`config.mk`:
```
export PLATFORM = sky130hd
export DESIGN_NAME = uart_rx_flat
export DESIGN_NICKNAME = d
export VERILOG_FILES = /design/src/rtl/uart_rx_if.sv /design/src/rtl/uart_rx.sv /design/src/flat_wrapper.sv
export SDC_FILE = /design/constraint.sdc
export NUM_CORES = 1
export LEC_CHECK = 0
export ABC_CLOCK_PERIOD_IN_PS = 2600
export BUFFER_PORTS_ARGS = -buffer_cell sky130_fd_sc_hd__buf_2
export CORE_UTILIZATION = 28
export CTS_CLUSTER_SIZE = 25
export DETAILED_ROUTE_END_ITERATION = 7
export PLACE_DENSITY = 0.46
export SLEW_MARGIN = 20
export SYNTH_ARGS = -nofsm -noshare
export SYNTH_HDL_FRONTEND = slang
export SYNTH_SLANG_ARGS = --single-unit
```
`constraint.sdc`:
```
create_clock -name i_clk -period 2.6 [get_ports i_clk]
set_clock_uncertainty 0.05 [all_clocks]
set_input_delay 0.52 -clock i_clk [delete_from_list [all_inputs] [get_ports i_clk]]
set_output_delay 0.52 -clock i_clk [all_outputs]
set_load 0.005 [all_outputs]
```
`src/rtl/uart_rx_if.sv`:
```
// uart_rx_if: receiver output bundle; master = uart_rx (drives byte, valid, busy, frame_err, tick_debug), slave = downstream consumer
interface uart_rx_if;
  logic [7:0] o_rx_data;
  logic       o_rx_valid;
  logic       o_rx_busy;
  logic       o_frame_err;
  logic       o_tick_debug;
  modport master (output o_rx_data, o_rx_valid, o_rx_busy, o_frame_err, o_tick_debug);
  modport slave  (input  o_rx_data, o_rx_valid, o_rx_busy, o_frame_err, o_tick_debug);
endinterface

```
`src/rtl/uart_rx.sv`:
```
// uart_rx: 8N1 UART receiver; i_clk, rst (async active-low), i_rx_serial in; byte/valid/busy/frame_err/tick_debug out via uart_rx_if.master
module uart_rx #(
  parameter int TICK_FULL = 837,
  parameter int TICK_HALF = 419
) (
  input  logic     i_clk,
  input  logic     rst,
  input  logic     i_rx_serial,
  uart_rx_if.master bus
);
  localparam int CW = $clog2(TICK_FULL + 1);
  localparam logic [CW-1:0] FULL = CW'(TICK_FULL);
  localparam logic [CW-1:0] HALF = CW'(TICK_HALF);
  localparam logic [2:0] IDLE = 3'd0, START = 3'd1, DATA = 3'd2, STOP = 3'd3, BRK = 3'd4;
  logic          s1_q, rx_s_q, prev_q, fall;
  logic [2:0]    state_q, state_d, idx_q, idx_d;
  logic [CW-1:0] cnt_q, cnt_d;
  logic [7:0]    sh_q, sh_d, data_q, data_d;
  logic          valid_q, valid_d, err_q, err_d, tick_q, tick_d, busy_q, busy_d;
  assign fall = prev_q & ~rx_s_q;
  always_comb begin
    state_d = state_q;
    cnt_d   = cnt_q;
    idx_d   = idx_q;
    sh_d    = sh_q;
    data_d  = data_q;
    busy_d  = busy_q;
    valid_d = 1'b0;
    err_d   = 1'b0;
    tick_d  = 1'b0;
    case (state_q)
      IDLE: begin
        cnt_d   = '0;
        busy_d  = fall;
        state_d = fall ? START : IDLE;
      end
      START: begin
        cnt_d = cnt_q + 1'b1;
        if (cnt_q == HALF) begin
          tick_d  = 1'b1;
          cnt_d   = '0;
          idx_d   = '0;
          state_d = rx_s_q ? IDLE : DATA;
          busy_d  = ~rx_s_q;
        end
      end
      DATA: begin
        cnt_d = cnt_q + 1'b1;
        if (cnt_q == FULL) begin
          tick_d      = 1'b1;
          cnt_d       = '0;
          sh_d[idx_q] = rx_s_q;
          idx_d       = idx_q + 1'b1;
          state_d     = (idx_q == 3'd7) ? STOP : DATA;
        end
      end
      STOP: begin
        cnt_d = cnt_q + 1'b1;
        if (cnt_q == FULL) begin
          tick_d  = 1'b1;
          cnt_d   = '0;
          valid_d = rx_s_q;
          err_d   = ~rx_s_q;
          data_d  = rx_s_q ? sh_q : data_q;
          busy_d  = ~rx_s_q;
          state_d = rx_s_q ? IDLE : BRK;
        end
      end
      BRK: begin
        busy_d  = ~rx_s_q;
        state_d = rx_s_q ? IDLE : BRK;
      end
      default: begin
        state_d = IDLE;
        cnt_d   = '0;
        busy_d  = 1'b0;
      end
    endcase
  end
  always_ff @(posedge i_clk or negedge rst) begin
    if (!rst) begin
      s1_q    <= 1'b1;
      rx_s_q  <= 1'b1;
      prev_q  <= 1'b1;
      state_q <= IDLE;
      cnt_q   <= '0;
      idx_q   <= '0;
      sh_q    <= '0;
      data_q  <= '0;
      valid_q <= 1'b0;
      err_q   <= 1'b0;
      tick_q  <= 1'b0;
      busy_q  <= 1'b0;
    end else begin
      s1_q    <= i_rx_serial;
      rx_s_q  <= s1_q;
      prev_q  <= rx_s_q;
      state_q <= state_d;
      cnt_q   <= cnt_d;
      idx_q   <= idx_d;
      sh_q    <= sh_d;
      data_q  <= data_d;
      valid_q <= valid_d;
      err_q   <= err_d;
      tick_q  <= tick_d;
      busy_q  <= busy_d;
    end
  end
  assign bus.o_rx_data    = data_q;
  assign bus.o_rx_valid   = valid_q;
  assign bus.o_rx_busy    = busy_q;
  assign bus.o_frame_err  = err_q;
  assign bus.o_tick_debug = tick_q;
endmodule

```
`src/flat_wrapper.sv`:
```
// flat-port wrapper written by rule: the top's interface ports become plain ports
module uart_rx_flat 
#(
  parameter int TICK_FULL = 837,
  parameter int TICK_HALF = 419
)
  (i_clk, rst, i_rx_serial, bus_o_rx_data, bus_o_rx_valid, bus_o_rx_busy, bus_o_frame_err, bus_o_tick_debug);
  uart_rx_if bus_i ();
  input  logic i_clk;
  input  logic rst;
  input  logic i_rx_serial;
  output wire logic [$bits(bus_i.o_rx_data)-1:0] bus_o_rx_data;
  output wire logic [$bits(bus_i.o_rx_valid)-1:0] bus_o_rx_valid;
  output wire logic [$bits(bus_i.o_rx_busy)-1:0] bus_o_rx_busy;
  output wire logic [$bits(bus_i.o_frame_err)-1:0] bus_o_frame_err;
  output wire logic [$bits(bus_i.o_tick_debug)-1:0] bus_o_tick_debug;
  assign bus_o_rx_data = bus_i.o_rx_data;
  assign bus_o_rx_valid = bus_i.o_rx_valid;
  assign bus_o_rx_busy = bus_i.o_rx_busy;
  assign bus_o_frame_err = bus_i.o_frame_err;
  assign bus_o_tick_debug = bus_i.o_tick_debug;
  uart_rx #(.TICK_FULL(TICK_FULL), .TICK_HALF(TICK_HALF)) u_core (.i_clk(i_clk), .rst(rst), .i_rx_serial(i_rx_serial), .bus(bus_i));
endmodule
```
# After elaboration in Yosys (flattened, before gate mapping)
# Index checks and enable logic that the tools add are counted.
[totals]
regBits = 39
in_bits = 3
out_inout_bits = 12
[op_classes]
n_bitwise = 3
n_reduce_logical = 9
addsub = 2
order_cmp = 2
n_eq_ne = 10
muxes = 27
[ops]
columns = ["operator", "count"]
rows = [
  ["$pmux W10 S3", 1],
  ["$mux W10", 2],
  ["$mux W3", 6],
  ["$pmux W3 S5", 1],
  ["$reduce_and A3 Y1", 4],
  ["$mux W1", 11],
  ["$add A10 B1 Y10 const B", 1],
  ["$eq A10 B10 Y1 const B", 1],
  ["$eq A10 B9 Y1 const B", 1],
  ["$bwmux W8", 1],
  ["$eq A3 B2 Y1 const B", 2],
  ["$eq A3 B3 Y1 const B", 2],
  ["$ne A2 B1 Y1 const B", 3],
  ["$pmux W3 S2", 1],
  ["$pmux W1 S5", 1],
  ["$lt A3 B4 Y1 const B", 1],
  ["$add A3 B1 Y3 const B", 1],
  ["$demux W1 S3", 1],
  ["$eq A3 B1 Y1 const B", 1],
  ["$ge A3 B1 Y1 const B", 1],
  ["$logic_not A3 Y1", 1],
  ["$mux W2", 1],
  ["$not A1 Y1", 2],
  ["$pmux W1 S2", 1],
  ["other kinds (5)", 5],
]

# Logic depth before layout (Yosys ltp)
# Gate-level depths: netlist (run 1).
[logic_depth]
depth_word = 5
ltp_mapped = 7

# Least setup slack after synthesis (run 1)
# OpenSTA, ideal clock, no wires.
[synth_path]
path_type = "register to register"
from = "reg u_core.cnt_q[3]"
to = "reg u_core.busy_q (netlist: u_core.bus.o_rx_busy)"
t_required_ns = 2.425
setup_time_ns = 0.125
stages_incl_launch_ff = 6
n_path_buf = 1
t_arrival_ns = 1.747
synth_period_minus_slack_ns = 1.922
setup_slack_ns = 0.678
path_cell_list = "dfrtp_1 > buf_6 > or3b_4 > o31a_1 > nor3_1 > mux2_2"
[synth_via]
elab_chain_len = 3
elab_cells_between_ends = 5
cone_classes = "eq/ne (4); reduce/logical (1)"
[synth_rtl]
columns = ["item", "line", "text"]
rows = [
  ["from (decl)", "uart_rx.sv:17", "logic [CW-1:0] cnt_q, cnt_d;"],
  ["from (signal assigned)", "uart_rx.sv:99", "cnt_q <= cnt_d;"],
  ["$eq A10 B10 Y1 / $eq A10 B9 Y1 (equally long branches)", "uart_rx.sv:59, uart_rx.sv:39", ""],
  ["$ne A2 B1 Y1 (no source line)", "--", ""],
  ["$reduce_and A3 Y1 (no source line) (*)", "--", ""],
  ["to (signal assigned)", "uart_rx.sv:106", "busy_q <= busy_d;"],
  ["to (decl)", "uart_rx.sv:19", "logic valid_q, valid_d, err_q, err_d, tick_q, tick_d, busy_q, busy_d;"],
]
# Mark *: on every way between the ends. The rest lies on a longest branch, timed or not.
# A chain may end at the register's enable or synchronous reset.

# Worst setup path in the final report (run 1)
# Ends and elaborated chain as after synthesis.

==> results.toml, run 1 <==
[status]
outcome = "finished clean"

[floorplanning]
ios = 15
rows = 30
die-area_um2 = 7330
die_h_um = 85.6
die_w_um = 85.6
initial_core_util_pct = 29.0
fp.coreArea_um2 = 6760

[critical_path]
crit_type = "flip-flop to flip-flop"
crit_slowest_cell = "dfrtp_1"
critPathArrivalTime_ps = 2380
crit_chain = "or3b_4 -> o31a_1 -> nor3_1 -> mux2_2"
cp-start-kind = "flip-flop"
cpPeakStageDelay_ps = 470
end_kind = "flip-flop"
crit_fanout = 13
required_ps = 2730

[clocking]
post_cts_buffers = 0
cts_buffer_depth = 2
clock-root-buffer = "clkbuf_8"
insertion_delay_ps = 300
cts_buffers = 5
cts_tree = "yes"
post_cts_resized = 0
clk_pin_slew_ps = 80
cts_hold_buf = 0
clock_sinks = 39
htree_levels = 2

[pwr]
powerDensity_nw_per_um2 = 503
seq_power_share_pct = 56.9
p_leak_nw = 1.02
ir_drop_mv = 0.175
p_switching_w = 0.000279
internal-power_w = 0.000825
swShare_pct = 25.3
p_comb_share_pct = 4.4
clkPwrFrac_pct = 38.7

[timing]
fin_hold_ws_ps = 262
finalHoldViolCount = 0
setup_ws_ps = 355
slew_headroom_pct = 41.3
worst_pin_slew_ps = 881
period_share_pct = 86.3
fmax_mhz = 445
rsz0062_at_grt = "false"
setup_viol = 0
layout_min_cycle_time_ps = 2240
tns_ps = 0
slew_viol_final = 0

[final_layout]
final_common_cell = "dfrtp_1"
fin_util_pct = 32.5
drive_gt1_share_pct = 26.8
syn_to_final_growth_pct = 12.1
antennaDiodeCount = 0
final_cell_mix = "dfrtp_1, nand2_1, mux2_2"
nets = 204

[global_route]
grt.total_usage_pct = 11.9
grt_pass1_vias = 1373
grt_pass1_wl_mm = 6.82
overflow = 0
grt_max_degree = 40
antenna_found_initial = 0

[synthesis]
synthAdderAreaFrac_pct = 2.56
yosysSeqAreaShare_pct = 50.0
ys_ff_latch = 39
synth_xor_area_share_pct = 0
synthSimpleGateAreaFrac_pct = 22.5
ys.warnings.count = 0
synth.distinct_cells = 44
synth_ff_type = "dfrtp_1"
synth_compound_area_share_pct = 10.2
avgSynthCellArea_um2 = 10.8
synthMuxAreaShare_pct = 10.8
synth_cells = 182
synth_top_family_by_area = "simple AND/OR/NAND/NOR gates"
synth_fp_nets = 189
synth-edff-count = 0
synthArstFlopShare_pct = 100
netlist_area_um2 = 1960

[route]
drtPass1Iterations = 4
via_count = 1388
viasPerCell = 4.99
drc_errors = 0
wire_per_inst_um = 14.1
drtIter0Drc = 125
drt-total-wl_mm = 3.93
ant_nets = 0

[worst_hold_path]
hold_path.class = "input pin to flip-flop"

[place]
globalplace.congestion = 0.803
hpwl_mm = 2.68
portBuffers = 14
place_ws_ps = 386

[run]
drv_cap = 0
-- critical path, delay by kind of cell (launching register included) --
kind	cells	cell delay, ps
simple gates	2	770
flops	1	470
compound gates	1	470
mux	1	370
-- final timing paths --
kind | from | to | slack, ps | depth (start not counted)
max | u_core.cnt_q[3] | u_core.bus.o_rx_busy | 360 | 4
min | i_rx_serial | u_core.s1_q | 260 | 1
max reg2reg | u_core.cnt_q[3] | u_core.bus.o_rx_busy | 360 | 4
min reg2reg | u_core.s1_q | u_core.rx_s_q | 310 | 0
max in group asynchronous | rst | u_core.sh_q[0] | 1660 | 1
min in group asynchronous | rst | u_core.bus.o_rx_data[3] | 280 | 1
-- power groups by stage --
stage / clock network, W / logic (W) / registers, W
final: 0.000427 / 0.0000490 / 0.000628
after global routing: 0.000471 / 0.0000564 / 0.000631
after global placement: 0 / 0.0000499 / 0.000640
after CTS: 0.000448 / 0.0000512 / 0.000628
after floorplan: 0 / 0.0000277 / 0.000635
after detailed placement: 0 / 0.0000511 / 0.000640
-- synthesized netlist by cell type, types with 2 or more instances --
library cell | n | area share, %
nor4bb_1 | 2 | 1.0
o21ai_0 | 9 | 2.3
nor3_1 | 7 | 1.8
nor2_1 | 8 | 1.5
clkbuf_1 | 3 | 0.58
mux2i_1 | 2 | 1.0
inv_1 | 4 | 0.77
mux2_2 | 17 | 9.8
a21oi_1 | 3 | 0.77
nor2b_1 | 4 | 1.3
nor4_1 | 5 | 1.6
o21a_1 | 2 | 0.77
o22ai_1 | 3 | 0.96
ha_1 | 4 | 2.6
nand4_1 | 6 | 1.9
dfrtp_1 | 36 | 46
buf_2 | 4 | 1.0
dfstp_2 | 3 | 4.0
nand2_1 | 21 | 4.0
buf_6 | 2 | 1.2
nor3b_1 | 4 | 1.5
a31oi_1 | 2 | 0.64
o211ai_1 | 6 | 2.3
nand2b_1 | 2 | 0.64
nand3_1 | 4 | 1.0
-- state kept, by name, indices dropped and copies added (netlist names), 3 cells and up --
name                  count
u_core.bus.o_rx_data      8
u_core.state_q            3
u_core.idx_q              3
u_core.cnt_q             10
u_core.sh_q               8
-- layer usage --
layer,share of wire (%),vias to the layer above,GRT usage (%)
li1,-,695,-
met1,50,672,16.3
met5,0,-,0
met2,46,16,18.5
met3,2.4,5,2.69
met4,1.4,0,4.09
-- kinds of logic after synthesis --
family,Yosys count
AND/OR/NAND/NOR,74
flip-flops,39
AO/OA/AOI/OAI,31
multiplexers,19
buffers and inverters,15
adder cells (fa/ha/maj),4
-- through the flow --
stage	total power [W]	cell area, µm²	std cells
2_1_floorplan	0.000662	1960	182
3_3_place_gp	0.000690	2100	270
3_5_place_dp	0.000692	2100	270
4_1_cts	0.00113	2200	278
5_1_grt	0.00116	2200	278
6_report	0.00110	2200	278
-- final cells by class --
class	instances	area, µm²
fill	696	4560
sequential	39	980
multi-input combinational	128	901
timing repair buffer	19	108
tap	80	100
clock buffer	5	68.8
clock inverter	3	23.8
inverter	4	15.0
(Power assumes the default switching activity.)
==> run 2: changes to the inputs <==
- ABC_AREA: default -> 1
==> run 2 against run 1 <==
Compared with the run above: sequential share of layout area decreased by 2.2 points; power increased by 52%; die area increased by 3.0%; wire length increased by 4.0%; register-to-register slack improved by 650 ps; clock-buffer cell count unchanged; cell count increased by 32%; clock power increased by 20%; global-route usage increased by 0.51 points; largest power group unchanged.
==> results.toml, run 2 <==
[status]
outcome = "finished clean"

[timing]
slew_headroom_pct = 42.2
layout_min_cycle_time_ps = 1590
rsz0062_at_grt = "false"
slew_viol_final = 0
worst_pin_slew_ps = 866
fmax_mhz = 628
setup_ws_ps = 1010
period_share_pct = 61.2
tns_ps = 0
finalHoldViolCount = 0
setup_viol = 0

[critical_path]
cp-start-kind = "flip-flop"
crit_chain = "inv_1 -> ha_1 -> nand2_1 -> nor2_1 -> nand3_1 -> nand2_2 -> nand2_2 -> nor2_4 -> nor2_1"
critPathArrivalTime_ps = 1710
cpPeakStageDelay_ps = 400
r2r_cells = 9
reg2reg_to = "u_core.cnt_q[6]"
end_kind = "flip-flop"
crit_slowest_cell = "dfrtp_1"
rrSetupSlack_ps = 1010
required_ps = 2720
rr_startpoint = "u_core.cnt_q[1]"
crit_fanout = 7
crit_start = "u_core.cnt_q[1]"
crit_type = "flip-flop to flip-flop"

[global_route]
grt_max_degree = 40
grt-busiest-layer = "met1"
overflow = 0
antenna_found_initial = 0
grt_pass1_vias = 1463
grt_pass1_wl_mm = 7.20
met1_usage_pct = 18.2
grt_use_met3_pct = 2.84
grt_use_met2_pct = 18.0
grt.total_usage_pct = 12.4

[clocking]
post_cts_buffers = 0
post_cts_resized = 0
clk_pin_slew_ps = 90
clock-root-buffer = "clkbuf_8"
cts_hold_buf = 0
htree_levels = 2
cts_buffer_depth = 2
cts_tree = "yes"
cts_buffers = 5
insertion_delay_ps = 290
clock_sinks = 39

[route]
drtIter0Drc = 64
via_count = 1563
drc_errors = 0
wire_per_inst_um = 11.1
ant_nets = 0
drtPass1Iterations = 4
viasPerCell = 4.25
drt-total-wl_mm = 4.09

[place]
place_ws_ps = 1030
dpl-instance-area_um2 = 2200
hpwl_mm = 2.92
place_inst = 360
portBuffers = 14
globalplace.congestion = 0.790

[final_layout]
final_common_cell = "nand2_1"
fin_cells = 368
antennaDiodeCount = 0
largest_register_ff_count = 10
final_cell_area_um2 = 2310
fin_util_pct = 33.6
syn_to_final_growth_pct = 14.4
final_cell_mix = "nand2_1, dfrtp_1, nor2_1"
regMostFlops = "u_core.cnt_q"
nets = 278
drive_gt1_share_pct = 17.6

[worst_hold_path]
hold_depth = 1
hold_path.class = "input pin to flip-flop"
worstHoldStart = "i_rx_serial"
hold-path-endpoint = "u_core.s1_q"

[synthesis]
synth.distinct_cells = 27
synth_ff_type = "dfrtp_1"
synth.most_common_cell = "nand2_1"
ys.warnings.count = 0
netlist_area_um2 = 2020
synth.area.top_cells = "dfrtp_1, nand2_1, nor2_1"
synthArstFlopShare_pct = 100
yosysSeqAreaShare_pct = 48.5
synth-edff-count = 0
synthTopCellsByCount = "nand2_1, dfrtp_1, nor2_1, inv_1, nand3_1"
yosys.area.top_type = "dfrtp_1"
synth_fp_nets = 259
avgSynthCellArea_um2 = 8.01
ys_ff_latch = 39
yosysTopAreaCellShare_pct = 44.6
synth_cells = 252

[floorplanning]
die-area_um2 = 7550
initial_core_util_pct = 29.4
fp.coreArea_um2 = 6870
die_w_um = 86.9
ios = 15
rows = 30
die_h_um = 86.9

[run]
drv_cap = 0

[pwr]
powerDensity_nw_per_um2 = 728
p_leak_nw = 1.21
ir_drop_mv = 0.201
## run 2: power by group
part	internal [W]	switching, W
logic	0.000144	0.000241
clock network	0.000286	0.000225
registers	0.000685	0.000100
## run 2: cell type report
class | instances | area [µm²]
clock buffers | 5 | 68.8
flip-flops and latches | 39 | 980
clock inverters | 3 | 43.8
inverters | 31 | 118
repair buffers | 14 | 70.1
well taps | 96 | 120
multi-input cells | 180 | 908
fillers | 731 | 4560
## run 2: worst max-delay path by stage
| stage | slack [ps] | cells past startpoint | endpoint |
|---|---|---|---|
| floorplan | 1190 | 9 | u_core.bus.o_rx_data[0] |
| global placement | 1020 | 5 | u_core.bus.o_rx_busy |
| detailed placement | 1030 | 9 | u_core.bus.o_rx_data[6] |
| CTS | 1010 | 9 | u_core.bus.o_rx_data[6] |
| global route | 860 | 9 | u_core.cnt_q[9] |
| finish | 1010 | 9 | u_core.cnt_q[6] |
## run 2: cell families (layout without fill, tap and decap cells)
| group | count (synthesis) | count (layout) | share of synthesized area [%] |
|---|---|---|---|
| AND/OR/NAND/NOR | 151 | 151 | 34.8 |
| XOR/XNOR | 5 | 5 | 2.17 |
| AO/OA/AOI/OAI | 20 | 20 | 5.52 |
| buffers and inverters | 33 | 53 | 6.45 |
| adder cells (fa/ha/maj) | 4 | 4 | 2.48 |
| flip-flops | 39 | 39 | 48.5 |
## run 2: through the flow
step	total power (W)	hold WS (ps)
floorplan	0.00109	174
global placement	0.00119	296
detailed placement	0.00118	298
CTS	0.00170	261
global route	0.00179	261
finish	0.00168	267
## run 2: layer usage
layer,vias to the layer above,part of all wire [%]
met5,-,0
met3,4,4.0
met4,0,1.2
met1,700,53
met2,29,42
li1,830,-
## run 2: worst max-delay path, delay by kind of cell (launching register included)
kind	cells	cell delay [ps]
buffers and inverters	1	70
adders and majority gates	1	160
and+or+nand+nor	7	790
DFF	1	400
==> run 3: changes to the inputs <==
- ABC_AREA: 1 -> 0
- ABC_CLOCK_PERIOD_IN_PS: 2600 -> 1500
- clock period: 2.6 -> 1.5 ns (I/O delays scaled with it)
==> run 3 against run 2 <==
Compared with the run above: the run now ends with setup timing left; die area decreased by 2.9%; non-clock buffer count increased by 58; register-to-register slack got worse by 1300 ps; cell count decreased by 9.8%; worst hold slack got worse by 220 ps; combinational power decreased by 54%; clock-buffer cell count increased by 1; sequential power increased by 38%; global-route usage increased by 2.5 points; largest power group unchanged.
==> results.toml, run 3 (synthesis results as in run 1) <==
[status]
outcome = "finished, violations left"
violations = "setup timing"

[pwr]
ir_drop_mv = 0.321
powerDensity_nw_per_um2 = 766
p_leak_nw = 1.42

[floorplanning]
rows = 30
die_h_um = 85.6
ios = 15
initial_core_util_pct = 29.0
fp.coreArea_um2 = 6760
die_w_um = 85.6
die-area_um2 = 7330

[critical_path]
crit_type = "flip-flop to flip-flop"
rr_startpoint = "u_core.cnt_q[4]"
cp-start-kind = "flip-flop"
crit_fanout = 4
reg2reg_to = "u_core.cnt_q[6]"
cp_top_family = "compound AO/OA/AOI/OAI gates"
r2r_cells = 6
crit_buf_inv = 2
cpPeakStageDelay_ps = 420
critPathArrivalTime_ps = 1920
crit_slowest_cell = "or3b_4"
end_kind = "flip-flop"
rrSetupSlack_ps = -300
crit_chain = "or3b_4 -> o31a_1 -> buf_6 -> buf_6 -> o21ai_2 -> o211ai_1"
required_ps = 1620
crit_top_cell = "buf_6"

[global_route]
grt_pass1_wl_mm = 8.42
antenna_found_initial = 0
grt_use_met2_pct = 25.0
grt.total_usage_pct = 14.9
overflow = 0
grt_use_met3_pct = 2.60
grt_max_degree = 40
grt-busiest-layer = "met2"
grt_pass1_vias = 1650
met1_usage_pct = 19.8

[place]
globalplace.congestion = 0.752
place_ws_ps = -362
hpwl_mm = 3.28
place_inst = 307
portBuffers = 14

[timing]
slew_headroom_pct = 63.2
rsz0062_at_grt = "true"
worst_pin_slew_ps = 552
fmax_mhz = 555
finalHoldViolCount = 0
slew_viol_final = 0
period_share_pct = 120
setup_viol = 34
setup_ws_ps = -301
layout_min_cycle_time_ps = 1800

[final_layout]
largest_register_ff_count = 10
fillCellCount = 654
nets = 258
drive_gt1_share_pct = 56.0
syn_to_final_growth_pct = 54.1
antennaDiodeCount = 0
regMostFlops = "u_core.cnt_q"
fin_cells = 332
fin_util_pct = 44.7
final_cell_mix = "buf_4, dfrtp_1, nand2_1"
final_common_cell = "buf_4"

[clocking]
cts_tree = "yes"
clk_pin_slew_ps = 80
clock_sinks = 39
insertion_delay_ps = 290
cts_buffer_depth = 2
cts_buffers = 5
htree_levels = 2
clock-root-buffer = "clkbuf_8"

[worst_hold_path]
hold_depth = 1
hold-path-endpoint = "u_core.s1_q"
hold_path.class = "input pin to flip-flop"
worstHoldStart = "i_rx_serial"

[run]
drv_cap = 0

[route]
wire_per_inst_um = 15.2
drt-total-wl_mm = 5.04
drtIter0Drc = 38
drtPass1Iterations = 4
via_count = 1666
drc_errors = 0
ant_nets = 0
viasPerCell = 5.02
run 3: through the flow:
stage                     hold WS (ps)  total power [W]  setup TNS (ps)  instance area [µm²]
after floorplan                  -45.6          0.00115           -5500                 2020
after global routing              29.4          0.00241          -10640                 3020
final                             49.0          0.00231           -8080                 3020
after global placement             238          0.00124           -8730                 2450
after CTS                         37.9          0.00234           -8290                 2880
after detailed placement           241          0.00124           -8990                 2450
run 3: final cells by class:
class	count	area (µm²)	area share, %
flip-flops and latches	39	985	32.6
inverters	4	15.0	0.498
multi-input cells	129	1210	40.0
repair buffers	72	578	19.2
clock inverters	2	60.1	1.99
clock buffers	6	72.6	2.40
well taps	80	100	3.32
run 3: how the worst max path moves through the flow:
stage / from / to / slack [ps] / cells after the start
detailed placement: u_core.state_q[0] / u_core.cnt_q[6] / -360 / 6
global placement: u_core.state_q[1] / u_core.cnt_q[6] / -370 / 6
floorplan: u_core.cnt_q[3] / u_core.bus.o_rx_busy / -360 / 5
global route: u_core.cnt_q[1] / u_core.cnt_q[9] / -400 / 7
finish: u_core.cnt_q[4] / u_core.cnt_q[6] / -300 / 6
CTS: u_core.cnt_q[4] / u_core.cnt_q[6] / -340 / 6
run 3: power by group:
| part | internal [W] | switching, W |
|---|---|---|
| Sequential | 0.00107 | 0.0000152 |
| Combinational | 0.0000858 | 0.0000922 |
| Clock | 0.000665 | 0.000385 |
| Total | 0.00182 | 0.000493 |
run 3: what timing repair did:
action                     in CTS  in global routing
resized for setup              40                 20
gates cloned                    1                  0
buffers inserted               10                  6
pin swaps                      14                 18
hold endpoints to repair       36                  0
hold buffers                    1                  0
setup endpoints to repair      35                 34
run 3: routing by layer:
layer / share of wire [%] / vias to the layer above
li1: - / 811
met1: 48 / 829
met2: 49 / 18
met3: 1.6 / 8
met4: 1.5 / 0
met5: 0 / -
